--- config.mk ---
export PLATFORM = sky130hd
export DESIGN_NAME = msg_len_recorder
export DESIGN_NICKNAME = d
export VERILOG_FILES = /design/src/rtl/msg_pkg.sv /design/src/rtl/msg_len_fifo.sv /design/src/rtl/msg_len_recorder.sv
export SDC_FILE = /design/constraint.sdc
export NUM_CORES = 1
export LEC_CHECK = 0
export CAP_MARGIN = 5
export CORE_ASPECT_RATIO = 0.8
export CORE_MARGIN = 5
export CORE_UTILIZATION = 40
export CTS_CLUSTER_SIZE = 40
export DETAILED_ROUTE_END_ITERATION = 8
export MAX_ROUTING_LAYER = met4
export PLACE_DENSITY_LB_ADDON = 0.08
export SYNTH_ARGS = -nofsm -noshare
export SYNTH_HDL_FRONTEND = slang
export SYNTH_SLANG_ARGS = --single-unit
--- constraint.sdc ---
create_clock -name clk -period 4.7 [get_ports clk]
set_clock_uncertainty 0.1 [all_clocks]
set_input_delay 0.705 -clock clk [delete_from_list [all_inputs] [get_ports clk]]
set_output_delay 0.705 -clock clk [all_outputs]
set_load 0.03 [all_outputs]
--- src/rtl/msg_pkg.sv ---
// Shared types and helpers for the AXI-Stream message length recorder.
// Record field width is fixed here so the FIFO and the top agree on one layout.
package msg_pkg;

  localparam int REC_CNT_BITS = 16;
  localparam int KEEP_MAX     = 64;
  localparam int POP_W        = 7;

  typedef enum logic {
    IDLE   = 1'b0,
    IN_MSG = 1'b1
  } msg_state_e;

  typedef struct packed {
    logic [REC_CNT_BITS-1:0] bytes;
    logic [REC_CNT_BITS-1:0] beats;
    logic                    ovf;
  } msg_len_rec_t;

  // Counts set lanes of a keep vector zero-extended to KEEP_MAX bits.
  function automatic logic [POP_W-1:0] popcount_keep(input logic [KEEP_MAX-1:0] tkeep);
    logic [POP_W-1:0] n;
    n = '0;
    for (int i = 0; i < KEEP_MAX; i++) begin
      n = n + {{(POP_W-1){1'b0}}, tkeep[i]};
    end
    return n;
  endfunction

endpackage

--- src/rtl/msg_len_fifo.sv ---
// Small synchronous record FIFO; a push into a full FIFO is accepted only
// when a pop happens in the same cycle.
module msg_len_fifo
  import msg_pkg::*;
#(
  parameter int DEPTH = 4
) (
  input  logic         clk,
  input  logic         rst,
  input  logic         push_i,
  input  msg_len_rec_t data_i,
  input  logic         pop_i,
  output msg_len_rec_t data_o,
  output logic         full_o,
  output logic         empty_o
);

  localparam int AW = (DEPTH > 1) ? $clog2(DEPTH) : 1;

  msg_len_rec_t   mem_q [DEPTH];
  logic [AW-1:0]  wr_ptr_q, wr_ptr_d;
  logic [AW-1:0]  rd_ptr_q, rd_ptr_d;
  logic [AW:0]    count_q, count_d;
  logic           push_ok, pop_ok;

  assign full_o  = (count_q == (AW+1)'(DEPTH));
  assign empty_o = (count_q == '0);
  assign pop_ok  = pop_i && !empty_o;
  assign push_ok = push_i && (!full_o || pop_ok);
  assign data_o  = mem_q[rd_ptr_q];

  always_comb begin
    wr_ptr_d = wr_ptr_q;
    rd_ptr_d = rd_ptr_q;
    count_d  = count_q;
    if (push_ok) wr_ptr_d = wr_ptr_q + 1'b1;
    if (pop_ok)  rd_ptr_d = rd_ptr_q + 1'b1;
    if (push_ok && !pop_ok)      count_d = count_q + 1'b1;
    else if (!push_ok && pop_ok) count_d = count_q - 1'b1;
  end

  // Storage is reset too so the head reads as an all-zero record after reset.
  always_ff @(posedge clk or negedge rst) begin
    if (!rst) begin
      wr_ptr_q <= '0;
      rd_ptr_q <= '0;
      count_q  <= '0;
      for (int i = 0; i < DEPTH; i++) mem_q[i] <= '0;
    end else begin
      wr_ptr_q <= wr_ptr_d;
      rd_ptr_q <= rd_ptr_d;
      count_q  <= count_d;
      if (push_ok) mem_q[wr_ptr_q] <= data_i;
    end
  end

endmodule

--- src/rtl/msg_len_recorder.sv ---
// Passive AXI-Stream monitor: accumulates byte/beat counts per message and
// queues one saturating length record per tlast beat.
module msg_len_recorder
  import msg_pkg::*;
#(
  parameter int NUM_COUNT_BITS = REC_CNT_BITS,
  parameter int TKEEP_WIDTH    = 8,
  parameter int FIFO_DEPTH     = 4,
  parameter int DROP_CNT_BITS  = 8
) (
  input  logic                      clk,
  input  logic                      rst,
  input  logic                      s_tvalid,
  input  logic                      s_tready,
  input  logic                      s_tlast,
  input  logic [TKEEP_WIDTH-1:0]    s_tkeep,
  output logic                      m_len_tvalid,
  input  logic                      m_len_tready,
  output logic [NUM_COUNT_BITS-1:0] m_len_bytes,
  output logic [NUM_COUNT_BITS-1:0] m_len_beats,
  output logic                      m_len_ovf,
  output logic [DROP_CNT_BITS-1:0]  drop_count,
  output logic                      in_msg
);

  localparam int N = NUM_COUNT_BITS;

  msg_state_e          state_q, state_d;
  logic [N-1:0]        acc_bytes_q, acc_bytes_d;
  logic [N-1:0]        acc_beats_q, acc_beats_d;
  logic                acc_ovf_q, acc_ovf_d;
  logic [DROP_CNT_BITS-1:0] drop_q, drop_d;

  logic                beat;
  logic [POP_W-1:0]    beat_bytes;
  logic [N:0]          sum_bytes, sum_beats;
  logic [N-1:0]        sat_bytes, sat_beats;
  logic                new_ovf;
  logic                push, pop, fifo_full, fifo_empty;
  msg_len_rec_t        push_rec, head_rec;

  assign beat       = s_tvalid && s_tready;
  assign beat_bytes = popcount_keep(KEEP_MAX'(s_tkeep));
  assign sum_bytes  = {1'b0, acc_bytes_q} + (N+1)'(beat_bytes);
  assign sum_beats  = {1'b0, acc_beats_q} + 1'b1;
  assign sat_bytes  = sum_bytes[N] ? '1 : sum_bytes[N-1:0];
  assign sat_beats  = sum_beats[N] ? '1 : sum_beats[N-1:0];
  assign new_ovf    = acc_ovf_q || sum_bytes[N] || sum_beats[N];

  assign push_rec.bytes = sat_bytes;
  assign push_rec.beats = sat_beats;
  assign push_rec.ovf   = new_ovf;

  always_comb begin
    state_d     = state_q;
    acc_bytes_d = acc_bytes_q;
    acc_beats_d = acc_beats_q;
    acc_ovf_d   = acc_ovf_q;
    push        = 1'b0;
    if (beat) begin
      if (s_tlast) begin
        push        = 1'b1;
        state_d     = IDLE;
        acc_bytes_d = '0;
        acc_beats_d = '0;
        acc_ovf_d   = 1'b0;
      end else begin
        state_d     = IN_MSG;
        acc_bytes_d = sat_bytes;
        acc_beats_d = sat_beats;
        acc_ovf_d   = new_ovf;
      end
    end
  end

  assign pop = m_len_tvalid && m_len_tready;

  // A record is lost only when the FIFO is full and nothing leaves this cycle.
  always_comb begin
    drop_d = drop_q;
    if (push && fifo_full && !pop && (drop_q != '1)) drop_d = drop_q + 1'b1;
  end

  always_ff @(posedge clk or negedge rst) begin
    if (!rst) begin
      state_q     <= IDLE;
      acc_bytes_q <= '0;
      acc_beats_q <= '0;
      acc_ovf_q   <= 1'b0;
      drop_q      <= '0;
    end else begin
      state_q     <= state_d;
      acc_bytes_q <= acc_bytes_d;
      acc_beats_q <= acc_beats_d;
      acc_ovf_q   <= acc_ovf_d;
      drop_q      <= drop_d;
    end
  end

  msg_len_fifo #(
    .DEPTH (FIFO_DEPTH)
  ) u_fifo (
    .clk     (clk),
    .rst     (rst),
    .push_i  (push),
    .data_i  (push_rec),
    .pop_i   (pop),
    .data_o  (head_rec),
    .full_o  (fifo_full),
    .empty_o (fifo_empty)
  );

  assign m_len_tvalid = !fifo_empty;
  assign m_len_bytes  = head_rec.bytes;
  assign m_len_beats  = head_rec.beats;
  assign m_len_ovf    = head_rec.ovf;
  assign drop_count   = drop_q;
  assign in_msg       = (state_q == IN_MSG);

endmodule

==> impl_metrics.json, run 1 <==
{
  "outcome": "finished, final reports clean",
  "cp.required_ns": 4.87,
  "finalSetupTns_ns": 0,
  "cts_setup_buffers": 0,
  "root_buffer": "clkbuf_16",
  "antenna_cells": 0,
  "cts_sinks": 181,
  "setup_viol": 0,
  "fin_nets": 893,
  "yosysTopAreaCell": "dfrtp_1",
  "cts_resized": 0,
  "syn_inst": 800,
  "rr_worst_depth": 12,
  "min_period_ns": 4.38,
  "drive_above_1_share": 0.158,
  "syn_area_um2": 8560,
  "drc": 0,
  "drtIter0Drc": 427,
  "yosys_register_bits": 181,
  "wire_per_inst_um": 18.7,
  "viasPerCell": 5.51,
  "vias": 6282,
  "max_freq_mhz": 228,
  "ys_async_sr_fraction": 1.00,
  "r2r_end": "u_fifo.mem_q[66]$_DFFE_PN0P_",
  "arrival_ns": 4.55,
  "coreArea_um2": 20900,
  "post-route-period-util": 0.932,
  "synth_cell_type_count": 52,
  "cts_hold_buf": 0,
  "die_w_um": 174,
  "worstPathCellList": "clkdlybuf4s50_1 > fa_1 > inv_1 > fa_1 > fa_1 > fa_1 > inv_1 > fa_1 > nand3_1 > a21boi_2 > and3_1 > buf_4 > nor3_1 > a31oi_1",
  "clock_power_share": 0.275,
  "cts.clk_slew.worst_paths_ns": 0.07,
  "cp-end-kind": "flip-flop",
  "path_buf_inv": 4,
  "cpMaxStageDelayCell": "fa_1",
  "die_area_um2": 24500,
  "worstPathMaxFanout": 5,
  "relSlewSlack": 0.218,
  "finalHoldViolCount": 0,
  "r2r_start": "acc_bytes_q[0]$_DFFE_PN0P_",
  "finalMaxSlewViolations": 0,
  "ys_warn_count": 0,
  "cap_violations": 0,
  "rsz0062_at_grt": "false",
  "fillers": 1885,
  "pwr-share-comb": 0.323,
  "initial_core_util": 0.410,
  "synth_common_cells": "dfrtp_1, nand2_1, o21ai_0",
  "place_hpwl_um": 14400,
  "p_total_w": 0.00502,
  "switching_share": 0.346,
  "path_class": "primary input to flip-flop",
  "synth_edf_count": 0,
  "numCtsBuffers": 17,
  "multi_input_area_um2": 3780,
  "syn_area_per_cell_um2": 10.7,
  "power_density_nw_per_um2": 497,
  "synthMostInstantiatedCell": "dfrtp_1",
  "vdd_ir_drop_max_mv": 0.229,
  "critPathMaxStageDelay_ns": 0.54,
  "reg2reg_slack_ns": 1.17,
  "path_delay_family": "adder cells",
  "totalWireLength_um": 21400,
  "p_seq_frac": 0.403,
  "grt_max_degree": 116,
  "cts.path.max_buffers": 2,
  "seqCellArea_um2": 4530,
  "cts_tree": "built",
  "grt_use_total": 0.187,
  "grt_pass1_vias": 6167,
  "synth_area_leaders": "dfrtp_1, mux4_2, o21ai_0",
  "ys.flop_type": "dfrtp_1",
  "netlist.area_leader.share": 0.529,
  "drtAntennaViolNets": 0,
  "grt_first_pass_wirelength_um": 35100,
  "io_pins": 57,
  "antenna_found_initial": 0,
  "seq_area_frac_synth": 0.529,
  "clock_latency_ns": 0.43,
  "row_count": 47,
  "dr.pass1.iters": 5,
  "fp.dieH_um": 141,
  "p_leak_nw": 4.46,
  "htreeDepth": 4,
  "switchingPower_w": 0.00173,
  "cp-start-kind": "primary input",
  "worst_path_most_repeated_cell": "fa_1",
  "hold_path_class": "primary input to async pin",
  "intPower_w": 0.00328,
  "area_delta_synth_final_pct": 17.8,
  "worst_pin_slew_ns": 1.17,
  "gp_congestion": 0.876,
  "overflow": 0,
  "syn_nets": 833,
  "portBuffers": 56
}
==> area by class of cell <==
type | count | share of cell area
Inverter | 15 | 0.00558
Clock buffer | 18 | 0.0425
Sequential cell | 181 | 0.449
Clock inverter | 13 | 0.0123
Multi-Input combinational cell | 556 | 0.374
Tap cell | 269 | 0.0334
Timing Repair Buffer | 89 | 0.0827
==> power by group through the flow <==
stage                     registers (W)  clock network, W  logic (W)
after global routing            0.00206           0.00147    0.00177
after detailed placement        0.00205                 0    0.00164
after global placement          0.00203                 0    0.00160
final                           0.00202           0.00138    0.00162
after floorplan                 0.00198                 0    0.00106
after CTS                       0.00202           0.00141    0.00164
==> registers in the layout (all words and copies together) (netlist names) <==
register	flops
acc_beats_q	16
acc_bytes_q	16
acc_ovf_q	1
drop_count	8
in_msg	1
u_fifo.count_q	3
u_fifo.mem_q	132
u_fifo.rd_ptr_q	2
u_fifo.wr_ptr_q	2
==> metrics by stage <==
stage          hold WS [ns]  instances  utilization  cell area (µm²)  setup slack (ns)
6_report              0.300       1141        0.483            10100             0.319
5_1_grt               0.398       1141        0.483            10100            0.0768
4_1_cts               0.380       1141        0.483            10100             0.354
3_5_place_dp          0.365       1110        0.457             9540           -0.0818
3_3_place_gp          0.356       1110        0.457             9540           -0.0195
2_1_floorplan         0.309        800            -             8560             0.670
==> cells in the final DEF (no fill, tap or decap), drive strengths merged, types with 19 or more instances in the layout <==
cell type	instances
nand3	19
inv	19
nand2	152
nor2	37
buf	34
mux2	25
dfrtp	181
a21oi	30
o21ai	125
mux4	33
clkdlybuf4s50	55
==> worst register-to-register path: cells and delay by family (launching register included) <==
kind	cells	cell delay [ns]
and+or+nand+nor	3	0.78
adders and majority gates	4	1.53
buffers and inverters	3	0.31
AOI/OAI and AO/OA	2	0.29
DFF	1	0.36
==> worst max-delay path by stage <==
stage / startpoint / to / cells after the start
after floorplan: s_tkeep[0] / u_fifo.mem_q[130]$_DFFE_PN0P_ / 13
after global placement: s_tkeep[0] / u_fifo.mem_q[99]$_DFFE_PN0P_ / 14
after detailed placement: s_tkeep[0] / u_fifo.mem_q[66]$_DFFE_PN0P_ / 14
after CTS: s_tkeep[0] / u_fifo.mem_q[66]$_DFFE_PN0P_ / 14
after global routing: s_tkeep[0] / u_fifo.mem_q[66]$_DFFE_PN0P_ / 14
final: s_tkeep[0] / u_fifo.mem_q[66]$_DFFE_PN0P_ / 14
==> kinds of logic after synthesis <==
logic type      share of synthesized area
buf+inv                            0.0308
mux                                 0.122
xor+xnor                           0.0205
fa+ha+maj                          0.0330
compound gates                      0.134
flops                               0.529
simple gates                        0.131
==> routing by layer <==
metal  track usage  up-vias  routed length [µm]  part of all wire
met5             -        -                   0                 0
met4        0.0446        0                 180            0.0084
met3        0.0297       14                1020             0.048
met2         0.261      161                9300              0.43
met1         0.285     3162               10900              0.51
li1              -     2945                   -                 -
Note: power is estimated with default switching activity, not from simulation.
==> inputs of run 2 (changes only) <==
--- a/config.mk
+++ b/config.mk
@@ -6,6 +6,8 @@
 export NUM_CORES = 1
 export LEC_CHECK = 0
 export CAP_MARGIN = 5
+export CELL_PAD_IN_SITES_DETAIL_PLACEMENT = 1
+export CELL_PAD_IN_SITES_GLOBAL_PLACEMENT = 1
 export CORE_ASPECT_RATIO = 0.8
 export CORE_MARGIN = 5
 export CORE_UTILIZATION = 40
==> run 2 against run 1 <==
Against the previous run:
- register-to-register slack about the same
- non-clock buffer count decreased by 1
- cell count unchanged
- sequential cell count unchanged
- power increased by 3.9%
- via count increased by 1.0%
- first-iteration DRC count decreased by 5.4%
- critical path depth decreased by 2
- combinational power about the same
- global-route usage increased by 2.1 points
- sequential share of layout area decreased by 0.58 points
- worst setup slack got worse by 0.010 ns
==> impl_metrics.json, run 2 (synthesis results as in run 1) <==
{
  "drtAntennaViolNets": 0,
  "worstPathMaxFanout": 5,
  "whs_ns": 0.304,
  "cts_setup_buffers": 0,
  "outcome": "finished, final reports clean",
  "initial_core_util": 0.410,
  "intPower_w": 0.00340,
  "gp_congestion": 0.869,
  "finalMaxSlewViolations": 0,
  "viasPerCell": 5.56,
  "overflow": 0,
  "drc": 0,
  "root_buffer": "clkbuf_16",
  "post-route-period-util": 0.934,
  "fp.dieH_um": 141,
  "min_period_ns": 4.39,
  "largest_reg_flops": 132,
  "clock_latency_ns": 0.45,
  "drive_above_1_share": 0.162,
  "cp-start-kind": "primary input",
  "p_total_w": 0.00521,
  "grt_first_pass_wirelength_um": 39400,
  "cts_hold_buf": 0,
  "die_area_um2": 24500,
  "max_freq_mhz": 228,
  "endpoint": "u_fifo.mem_q[98]$_DFFE_PN0P_",
  "most-common-layout-cells": "dfrtp_1, nand2_1, o21ai_0",
  "vdd_ir_drop_max_mv": 0.195,
  "setup_viol": 0,
  "clock_power_share": 0.301,
  "rr_worst_depth": 10,
  "largest_register": "u_fifo.mem_q",
  "reg.largest.list": "u_fifo.mem_q x132, acc_beats_q x16, acc_bytes_q x16",
  "dr.pass1.iters": 5,
  "fin_nets": 892,
  "cp.required_ns": 4.96,
  "mostFrequentLayoutCell": "dfrtp_1",
  "arrival_ns": 4.65,
  "cap_violations": 0,
  "rsz0062_at_grt": "false",
  "io_pins": 57,
  "cts_resized": 0,
  "cp-end-kind": "flip-flop",
  "antenna_cells": 0,
  "vias": 6347,
  "grt_pass1_vias": 6903,
  "area_delta_synth_final_pct": 19.4,
  "switching_share": 0.347,
  "worst_pin_slew_ns": 1.08,
  "fin_area_um2": 10200,
  "coreArea_um2": 20900,
  "hold_path_class": "primary input to async pin",
  "antenna_found_initial": 0,
  "pwr-share-comb": 0.307,
  "r2r_end": "u_fifo.mem_q[98]$_DFFE_PN0P_",
  "numCtsBuffers": 17,
  "place_hpwl_um": 16000,
  "switchingPower_w": 0.00181,
  "finalSetupTns_ns": 0,
  "placed_area_um2": 9580,
  "drtIter0Drc": 404,
  "p_leak_nw": 4.51,
  "totalWireLength_um": 23500,
  "portBuffers": 56,
  "r2r_start": "acc_bytes_q[0]$_DFFE_PN0P_",
  "cts.clk_slew.worst_paths_ns": 0.08,
  "p_seq_frac": 0.392,
  "die_w_um": 174,
  "row_count": 47,
  "reg2reg_slack_ns": 1.18,
  "relSlewSlack": 0.278,
  "cts_sinks": 181,
  "grt_use_total": 0.208,
  "startpoint": "s_tkeep[0]",
  "wire_per_inst_um": 20.6,
  "power_density_nw_per_um2": 510,
  "fin_ws_ns": 0.309,
  "grt_max_degree": 115,
  "path_class": "primary input to flip-flop",
  "place_ws_ns": -0.163,
  "cts_tree": "built",
  "finalHoldViolCount": 0,
  "htreeDepth": 4,
  "cts.path.max_buffers": 2
}
-- run 2: worst min-delay path by stage --
stage / startpoint / end / slack [ns] / cells after the start
floorplan: rst / acc_beats_q[0]$_DFFE_PN0P_ / 0.31 / 0
global placement: u_fifo.mem_q[80]$_DFFE_PN0P_ / u_fifo.mem_q[80]$_DFFE_PN0P_ / 0.36 / 2
detailed placement: u_fifo.mem_q[113]$_DFFE_PN0P_ / u_fifo.mem_q[113]$_DFFE_PN0P_ / 0.37 / 2
CTS: rst / u_fifo.mem_q[59]$_DFFE_PN0P_ / 0.38 / 1
global route: rst / u_fifo.mem_q[30]$_DFFE_PN0P_ / 0.40 / 1
finish: rst / u_fifo.mem_q[59]$_DFFE_PN0P_ / 0.30 / 1
-- run 2: critical path, stage by stage --
cell and delay (ns):
clkdlybuf4s50_1 0.43, fa_1 0.54, inv_1 0.05, fa_1 0.51, fa_1 0.43, fa_1 0.39
nor2b_1 0.21, o2111ai_1 0.36, a211oi_1 0.44, xor2_1 0.30, nor2_1 0.12, o21ai_0 0.16
-- run 2: power groups by stage --
stage               combinational (W)  sequential [W]  clock [W]
floorplan                     0.00106         0.00198          0
global placement              0.00156         0.00205          0
detailed placement            0.00162         0.00208          0
CTS                           0.00163         0.00205    0.00160
global route                  0.00175         0.00209    0.00167
finish                        0.00160         0.00204    0.00157
-- run 2: area by class of cell --
type / instances / area (µm²)
fillers: 2225 / 10700
well taps: 269 / 337
clock buffers: 17 / 425
multi-input cells: 556 / 3780
flip-flops and latches: 181 / 4530
repair buffers: 88 / 877
clock inverters: 15 / 210
inverters: 15 / 56.3
-- run 2: per-stage QoR --
step                cells  utilization
finish               1141        0.490
global route         1141        0.490
CTS                  1141        0.489
detailed placement   1109        0.459
global placement     1109        0.459
floorplan             800            -
-- run 2: routing by layer --
metal	global-route usage	routed length (µm)	share of wire
met5	-	0	0
met4	0.0312	95	0.0040
met3	0.0369	697	0.030
met2	0.314	10800	0.46
met1	0.304	12000	0.51
==> inputs of run 3 (changes only) <==
==> constraint.sdc (replaced) <==
create_clock -name clk -period 4.75 [get_ports clk]
set_clock_uncertainty 0.1 [all_clocks]
set_input_delay 0.7125 -clock clk [delete_from_list [all_inputs] [get_ports clk]]
set_output_delay 0.7125 -clock clk [all_outputs]
set_load 0.03 [all_outputs]
==> run 3 against run 2 <==
Against the previous run:
- critical path depth up 2
- clock-buffer cell count up 3
- cell count about the same
- die area unchanged
- largest power group unchanged
- highest routed layer unchanged
==> impl_metrics.json, run 3 (synthesis results as in run 1) <==
{
  "placed_area_um2": 9590,
  "vias": 6369,
  "initial_core_util": 0.410,
  "cts_tree": "built",
  "cts_sinks": 181,
  "totalWireLength_um": 23600,
  "r2r_start": "acc_bytes_q[0]$_DFFE_PN0P_",
  "path_delay_family": "adder cells",
  "path_class": "primary input to flip-flop",
  "viasPerCell": 5.58,
  "worst_pin_slew_ns": 1.11,
  "mostFrequentLayoutCell": "dfrtp_1",
  "grt_use_total": 0.207,
  "setup_viol": 0,
  "htreeDepth": 4,
  "cts_resized": 0,
  "finalHoldViolCount": 0,
  "gp_congestion": 0.860,
  "antenna_found_initial": 0,
  "max_freq_mhz": 226,
  "worstPathCellList": "clkdlybuf4s50_1 > fa_1 > inv_1 > fa_1 > fa_1 > fa_1 > inv_1 > fa_1 > nand3_1 > a21boi_2 > and3_1 > buf_12 > nor3_1 > a31oi_1",
  "arrival_ns": 4.60,
  "cts.clk_slew.worst_paths_ns": 0.07,
  "most-common-layout-cells": "dfrtp_1, nand2_1, o21ai_0",
  "finalSetupTns_ns": 0,
  "grt_pass1_vias": 6798,
  "dr.pass1.iters": 4,
  "cts_hold_buf": 0,
  "reg2reg_slack_ns": 1.19,
  "r2r_end": "u_fifo.mem_q[0]$_DFFE_PN0P_",
  "worstPathMaxFanout": 9,
  "portBuffers": 56,
  "cpMaxStageDelayCell": "fa_1",
  "worst_path_most_repeated_cell": "fa_1",
  "rr_worst_depth": 12,
  "antenna_cells": 0,
  "hold_path_class": "primary input to async pin",
  "largest_register": "u_fifo.mem_q",
  "relSlewSlack": 0.259,
  "drc": 0,
  "drive_above_1_share": 0.160,
  "overflow": 0,
  "cts_setup_buffers": 0,
  "place_hpwl_um": 16000,
  "numCtsBuffers": 17,
  "cts.path.max_buffers": 2,
  "rsz0062_at_grt": "false",
  "die_w_um": 174,
  "path_buf_inv": 4,
  "fin_cells": 1142,
  "finalMaxSlewViolations": 0,
  "die_area_um2": 24500,
  "grt_max_degree": 115,
  "coreArea_um2": 20900,
  "cp.required_ns": 4.93,
  "largest_reg_flops": 132,
  "critPathMaxStageDelay_ns": 0.54,
  "power_density_nw_per_um2": 498,
  "fp.dieH_um": 141,
  "fin_nets": 893,
  "outcome": "finished, final reports clean",
  "p_leak_nw": 4.51,
  "wire_per_inst_um": 20.7,
  "drtIter0Drc": 385,
  "min_period_ns": 4.42,
  "post-route-period-util": 0.930,
  "io_pins": 57,
  "root_buffer": "clkbuf_16",
  "placed_cells": 1110,
  "grt_first_pass_wirelength_um": 38900,
  "reg.largest.list": "u_fifo.mem_q x132, acc_beats_q x16, acc_bytes_q x16",
  "row_count": 47,
  "vdd_ir_drop_max_mv": 0.223,
  "cp-start-kind": "primary input",
  "fillers": 2242,
  "area_delta_synth_final_pct": 19.0,
  "clock_latency_ns": 0.44,
  "cap_violations": 0,
  "cp-end-kind": "flip-flop",
  "drtAntennaViolNets": 0,
  "fin_area_um2": 10200
}
run 3: area by class of cell:
class,instances,area (µm²),share of cell area
clock inverters,12,141,0.0139
well taps,269,337,0.0330
multi-input cells,556,3780,0.371
flip-flops and latches,181,4530,0.445
repair buffers,89,885,0.0868
inverters,15,56.3,0.00553
clock buffers,20,457,0.0448
run 3: worst max path at each step:
stage,from,endpoint,slack (ns),cells after the start
after floorplan,s_tkeep[0],u_fifo.mem_q[130]$_DFFE_PN0P_,0.71,13
after global placement,s_tkeep[0],u_fifo.mem_q[66]$_DFFE_PN0P_,-0.004,14
after detailed placement,s_tkeep[0],u_fifo.mem_q[0]$_DFFE_PN0P_,-0.11,14
after CTS,s_tkeep[0],u_fifo.mem_q[0]$_DFFE_PN0P_,0.35,14
after global routing,s_tkeep[0],u_fifo.mem_q[0]$_DFFE_PN0P_,0.1,14
final,s_tkeep[0],u_fifo.mem_q[0]$_DFFE_PN0P_,0.33,14
run 3: layer usage:
layer / global-route usage / vias to the layer above / routed length (µm)
li1: - / 2938 / -
met5: - / - / 0
met4: 0.0583 / 0 / 360
met1: 0.305 / 3304 / 11800
met2: 0.299 / 102 / 10600
met3: 0.0348 / 25 / 836
run 3: where the power goes:
part | total (W) | switching, W | internal, W | leakage [nW]
Combinational | 0.00159 | 0.000882 | 0.000705 | 1.76
Clock | 0.00147 | 0.000651 | 0.000815 | 0.294
Sequential | 0.00202 | 0.000216 | 0.00181 | 2.45
Total | 0.00508 | 0.00175 | 0.00333 | 4.51
run 3: per-stage QoR:
stage / hold slack [ns] / total power, W / util / worst slack, ns
CTS: 0.384 / 0.00514 / 0.488 / 0.353
global placement: 0.356 / 0.00360 / 0.459 / -0.00392
floorplan: 0.317 / 0.00301 / - / 0.712
global route: 0.401 / 0.00538 / 0.488 / 0.0973
detailed placement: 0.370 / 0.00367 / 0.459 / -0.109
finish: 0.304 / 0.00508 / 0.488 / 0.332
